==> src/rtl/imem_loader_pkg.sv <==
// Shared processor-wide definitions: instruction/halfword widths and loader states.
// Latency: n/a (package only).
// Backpressure: n/a (package only).
package imem_loader_pkg;

  localparam int unsigned INSTR_W = 32;
  localparam int unsigned HALF_W  = 16;

  typedef enum logic [2:0] {
    ST_IDLE  = 3'd0,
    ST_LEN   = 3'd1,
    ST_HI    = 3'd2,
    ST_LO    = 3'd3,
    ST_WRITE = 3'd4,
    ST_DONE  = 3'd5
  } loader_state_e;

endpackage

==> src/rtl/imem_loader.sv <==
// Boot-image loader: assembles 16-bit stream words into 32-bit instructions and writes imem.
// Latency: write pulse 1 cycle after the low-half accept; at best 1 instruction per 3 cycles.
// Backpressure: s_ready is low in IDLE, WRITE and DONE; words are consumed only on s_valid&s_ready.
module imem_loader
  import imem_loader_pkg::*;
#(
  parameter int unsigned ADDR_W    = 12,
  parameter int unsigned BASE_ADDR = 0
) (
  input  logic                clk,
  input  logic                rst,
  input  logic                start,
  input  logic                s_valid,
  output logic                s_ready,
  input  logic [HALF_W-1:0]   s_data,
  output logic                mem_we,
  output logic [ADDR_W-1:0]   mem_addr,
  output logic [INSTR_W-1:0]  mem_wdata,
  output logic                busy,
  output logic                done,
  output logic                err,
  output logic                cpu_hold
);

  // Number of words that fit between BASE_ADDR and the top of memory; kept
  // 32 bits wide so a 16-bit header is compared without truncation.
  localparam int unsigned       CAPACITY = (32'd1 << ADDR_W) - BASE_ADDR;
  localparam logic [ADDR_W-1:0] BASE_W   = ADDR_W'(BASE_ADDR);

  loader_state_e        state_q, state_d;
  logic [HALF_W-1:0]    rem_q, rem_d;
  logic [ADDR_W-1:0]    idx_q, idx_d;
  logic [HALF_W-1:0]    hi_q, hi_d;
  logic [ADDR_W-1:0]    addr_q, addr_d;
  logic [INSTR_W-1:0]   wdata_q, wdata_d;
  logic                 err_q, err_d;
  logic                 accept;

  // Status outputs are pure functions of the state and the sticky error flag.
  assign s_ready   = (state_q == ST_LEN) || (state_q == ST_HI) || (state_q == ST_LO);
  assign busy      = (state_q == ST_LEN) || (state_q == ST_HI) ||
                     (state_q == ST_LO)  || (state_q == ST_WRITE);
  assign mem_we    = (state_q == ST_WRITE);
  assign done      = (state_q == ST_DONE);
  assign err       = err_q;
  assign cpu_hold  = !((state_q == ST_DONE) && !err_q);
  assign mem_addr  = addr_q;
  assign mem_wdata = wdata_q;
  assign accept    = s_valid && s_ready;

  // Next-state logic: header check, halfword assembly and write sequencing.
  always_comb begin
    state_d = state_q;
    rem_d   = rem_q;
    idx_d   = idx_q;
    hi_d    = hi_q;
    addr_d  = addr_q;
    wdata_d = wdata_q;
    err_d   = err_q;
    unique case (state_q)
      ST_IDLE, ST_DONE: begin
        // start is only honoured while not busy, which is exactly these states.
        if (start) begin
          state_d = ST_LEN;
          err_d   = 1'b0;
        end
      end
      ST_LEN: begin
        if (accept) begin
          rem_d = s_data;
          idx_d = '0;
          if (s_data == '0) begin
            state_d = ST_DONE;
          end else if (32'(s_data) > CAPACITY) begin
            err_d   = 1'b1;
            state_d = ST_DONE;
          end else begin
            state_d = ST_HI;
          end
        end
      end
      ST_HI: begin
        if (accept) begin
          hi_d    = s_data;
          state_d = ST_LO;
        end
      end
      ST_LO: begin
        if (accept) begin
          wdata_d = {hi_q, s_data};
          addr_d  = BASE_W + idx_q;
          state_d = ST_WRITE;
        end
      end
      ST_WRITE: begin
        idx_d   = idx_q + 1'b1;
        rem_d   = rem_q - 1'b1;
        state_d = (rem_q == 16'd1) ? ST_DONE : ST_HI;
      end
      default: state_d = ST_IDLE;
    endcase
  end

  // State and datapath registers; reset returns every output to its idle value.
  always_ff @(posedge clk or negedge rst) begin
    if (!rst) begin
      state_q <= ST_IDLE;
      rem_q   <= '0;
      idx_q   <= '0;
      hi_q    <= '0;
      addr_q  <= '0;
      wdata_q <= '0;
      err_q   <= 1'b0;
    end else begin
      state_q <= state_d;
      rem_q   <= rem_d;
      idx_q   <= idx_d;
      hi_q    <= hi_d;
      addr_q  <= addr_d;
      wdata_q <= wdata_d;
      err_q   <= err_d;
    end
  end

endmodule

==> config.mk <==
export PLATFORM = sky130hd
export DESIGN_NAME = imem_loader
export DESIGN_NICKNAME = d
export VERILOG_FILES = /design/src/rtl/imem_loader_pkg.sv /design/src/rtl/imem_loader.sv
export SDC_FILE = /design/constraint.sdc
export NUM_CORES = 1
export LEC_CHECK = 0
export ABC_AREA = 1
export BUFFER_PORTS_ARGS = -buffer_cell sky130_fd_sc_hd__buf_2
export CAP_MARGIN = 0
export CORE_UTILIZATION = 63
export CTS_BUF_LIST = sky130_fd_sc_hd__clkbuf_2
export DETAILED_ROUTE_END_ITERATION = 12
export HOLD_SLACK_MARGIN = 0.15
export PLACE_DENSITY = 0.92
export SETUP_SLACK_MARGIN = 0.5
export SLEW_MARGIN = 20
export SYNTH_ARGS = -nofsm -noshare
export SYNTH_HDL_FRONTEND = slang
export SYNTH_SLANG_ARGS = --single-unit
export TNS_END_PERCENT = 50
==> constraint.sdc <==
create_clock -name clk -period 3.1 [get_ports clk]
set_input_delay 0.31 -clock clk [delete_from_list [all_inputs] [get_ports clk]]
set_output_delay 0.31 -clock clk [all_outputs]
set_load 0.02 [all_outputs]
==> impl_metrics.json <==
{
  "outcome": "finished, final reports clean",
  "slew_viol_final": 0,
  "critPathKind": "reg2out",
  "syn2layout_area_growth_pct": 15.9,
  "grt-ovfl-total": 0,
  "cp.required_ps": 2790,
  "die_h_um": 84.6,
  "multiInputGateArea_um2": 1710,
  "io_pins": 70,
  "syn_nets": 498,
  "finalHoldViolations": 0,
  "rsz0062_at_grt": "no",
  "power_density_nw_per_um2": 939,
  "avgViaCountPerCell": 5.77,
  "drcViolationCount": 0,
  "whs_ps": 339,
  "synth_warnings": 0,
  "final_antenna_net_count": 0,
  "grt_max_degree": 93,
  "place_ws_ps": 1230,
  "final_common_cell": "nand2_1",
  "grt_pass1_wl_um": 16500,
  "place_hpwl_um": 6640,
  "placed_cells": 608,
  "via_count": 3707,
  "worst_slew_pin_slew_ps": 911,
  "clkLatencyLatePin_ps": 550,
  "antenna_found_initial": 0,
  "avgSynthCellArea_um2": 9.05,
  "firstDrtPassIters": 7,
  "port_buffers": 69,
  "clock-sinks": 92,
  "synth.top_cells.by_area": "dfrtp_1 54%, nand2_1 10%, mux2_4 6.6%, o21ai_0 4.8%, inv_1 4.2%",
  "start_util_pct": 66.6,
  "post-cts-setup-buffer-count": 0,
  "cts.htree.levels": 3,
  "worst_path_largest_cell_delay_ps": 500,
  "final_cell_count_no_fill": 642,
  "rows": 29,
  "yosysTopAreaCellShare_pct": 53.5,
  "setup-violations-final": 0,
  "die-area_um2": 7160,
  "drt-initial-drc-count": 389,
  "cp_slowest_cell": "dfrtp_1",
  "routedWlPerCell_um": 15.6,
  "path_cells": "nor3_4 -> buf_4 -> buf_2",
  "seq_area_um2": 2300,
  "vdd_drop_max_mv": 0.497,
  "first_global_vias": 3538,
  "finalSetupTns_ps": 0,
  "clk_path_buf_depth": 2,
  "ys_ff_latch": 92,
  "grt_usage_pct": 29.8,
  "finalCoreUtilization_pct": 77.1,
  "nets": 584,
  "hold_path.class": "in2async",
  "synthDistinctLibCells": 33,
  "syn-cell-area_um2": 4300,
  "routed_wl_um": 10000,
  "yosysTopAreaCell": "dfrtp_1",
  "coreArea_um2": 6460,
  "power.leakage_nw": 2.61,
  "crit_fanout": 25,
  "fmax_mhz": 474,
  "end_kind": "output port",
  "critPathArrivalTime_ps": 1800,
  "routabilityCongestion": 0.898,
  "die_w_um": 84.6,
  "ys_seq_area_share_pct": 53.5,
  "maxCapViolations": 0,
  "final_cell_mix": "118 x nand2_1, 92 x dfrtp_1, 68 x buf_2, 48 x inv_1, 41 x o21ai_0",
  "tritoncts": "built",
  "start_kind": "flip-flop",
  "slew_headroom_pct": 39.1,
  "cts_inserted_buffers": 9,
  "timing.final.crit_share_pct": 68.1,
  "clkTransAtPathRegs_ps": 230,
  "diodes": 0,
  "syn_inst": 475,
  "fin_crit_ps": 2110,
  "clock_skew_ps": 25.6,
  "cts_root_buf": "clkbuf_2",
  "worst_slack_ps": 989,
  "drive_above_1_share_pct": 21.2,
  "n_fill_cell": 427
}
[through the flow]
step	cell area, µm²	power, W
floorplan	4300	0.00344
global placement	4680	0.00395
detailed placement	4680	0.00407
CTS	4980	0.00464
global route	4980	0.00498
finish	4980	0.00468
[Yosys cell counts]
cell type and number:
nand2_1 118, dfrtp_1 92, inv_1 48, o21ai_0 41
nor2_1 38, nand3_1 25, mux2_4 19, o21ai_1 17
a21oi_1 9, clkbuf_1 7, inv_2 6, o22ai_1 6
o221ai_1 5, buf_2 4, nor3_1 4, o21bai_1 4
buf_6 3, ha_1 3, nand4_1 3, nor2_2 3
o211ai_1 3, xor2_1 3, a22oi_1 2, nand2_4 2
xnor2_1 2, buf_4 1, mux2i_1 1, nand2_2 1
nor2_4 1, nor3_2 1, nor3_4 1, nor4_1 1
or2_2 1
[report_power, final]
part | switching [W] | internal (W) | leakage (nW) | total [W]
registers | 0.000361 | 0.00168 | 1.19 | 0.00205
logic | 0.00130 | 0.000770 | 1.36 | 0.00207
clock network | 0.000382 | 0.000180 | 0.0614 | 0.000563
total | 0.00204 | 0.00263 | 2.61 | 0.00468
[repair_timing]
item	in CTS	in global routing
gates resized for setup	0	0
hold endpoints to repair	136	0
hold buffers	19	0
[final timing paths]
kind / start / end / slack, ps / cells past startpoint
min in group clk: idx_q[7] / idx_q[7] / 520 / 1
worst max-delay path: state_q[0] / mem_we / 990 / 3
worst min-delay path: rst / mem_wdata[27] / 340 / 2
max in group asynchronous: rst / idx_q[3] / 2200 / 2
worst max register to register: state_q[1] / hi_q[11] / 1090 / 6
worst min register to register: idx_q[7] / idx_q[7] / 520 / 1
[final cells by class]
cell class                      instances  share of cell area, %
Inverter                               54                   4.07
Tap cell                               77                   1.93
Multi-Input combinational cell        314                   34.3
Clock inverter                          5                   1.08
Timing Repair Buffer                   90                   11.4
Clock buffer                           10                   1.00
Sequential cell                        92                   46.2
[layer usage]
layer	global-route usage (%)	up-vias	share of wire (%)	wire length, µm
met1	37.3	1753	41	4060
met5	0	-	0	0
li1	-	1718	-	-
met4	16.3	0	3.7	371
met3	4.52	45	6.1	613
met2	50.3	191	50	4960
[logic make-up (layout without fill, tap and decap cells)]
| kind of cell | after synthesis | count (layout) | synth area share [%] |
|---|---|---|---|
| compound gates | 87 | 87 | 11.3 |
| flops | 92 | 92 | 53.5 |
| buf+inv | 69 | 159 | 6.75 |
| mux | 20 | 20 | 6.87 |
| xor+xnor | 5 | 5 | 1.02 |
| simple gates | 199 | 199 | 19.7 |
| fa+ha+maj | 3 | 3 | 0.873 |
[critical path, delay by kind of cell, from the launching register on]
family | cells | cell delay (ps)
buf+inv | 2 | 530
simple gates | 1 | 230
flops | 1 | 500
[flip-flops by register name (all words and copies together), names as in the netlist]
signal and count:
err 1, hi_q 16, mem_addr 12, mem_wdata 32, rem_q 16, idx_q 12
state_q 3
No activity file was read; power rests on OpenSTA's default activity.
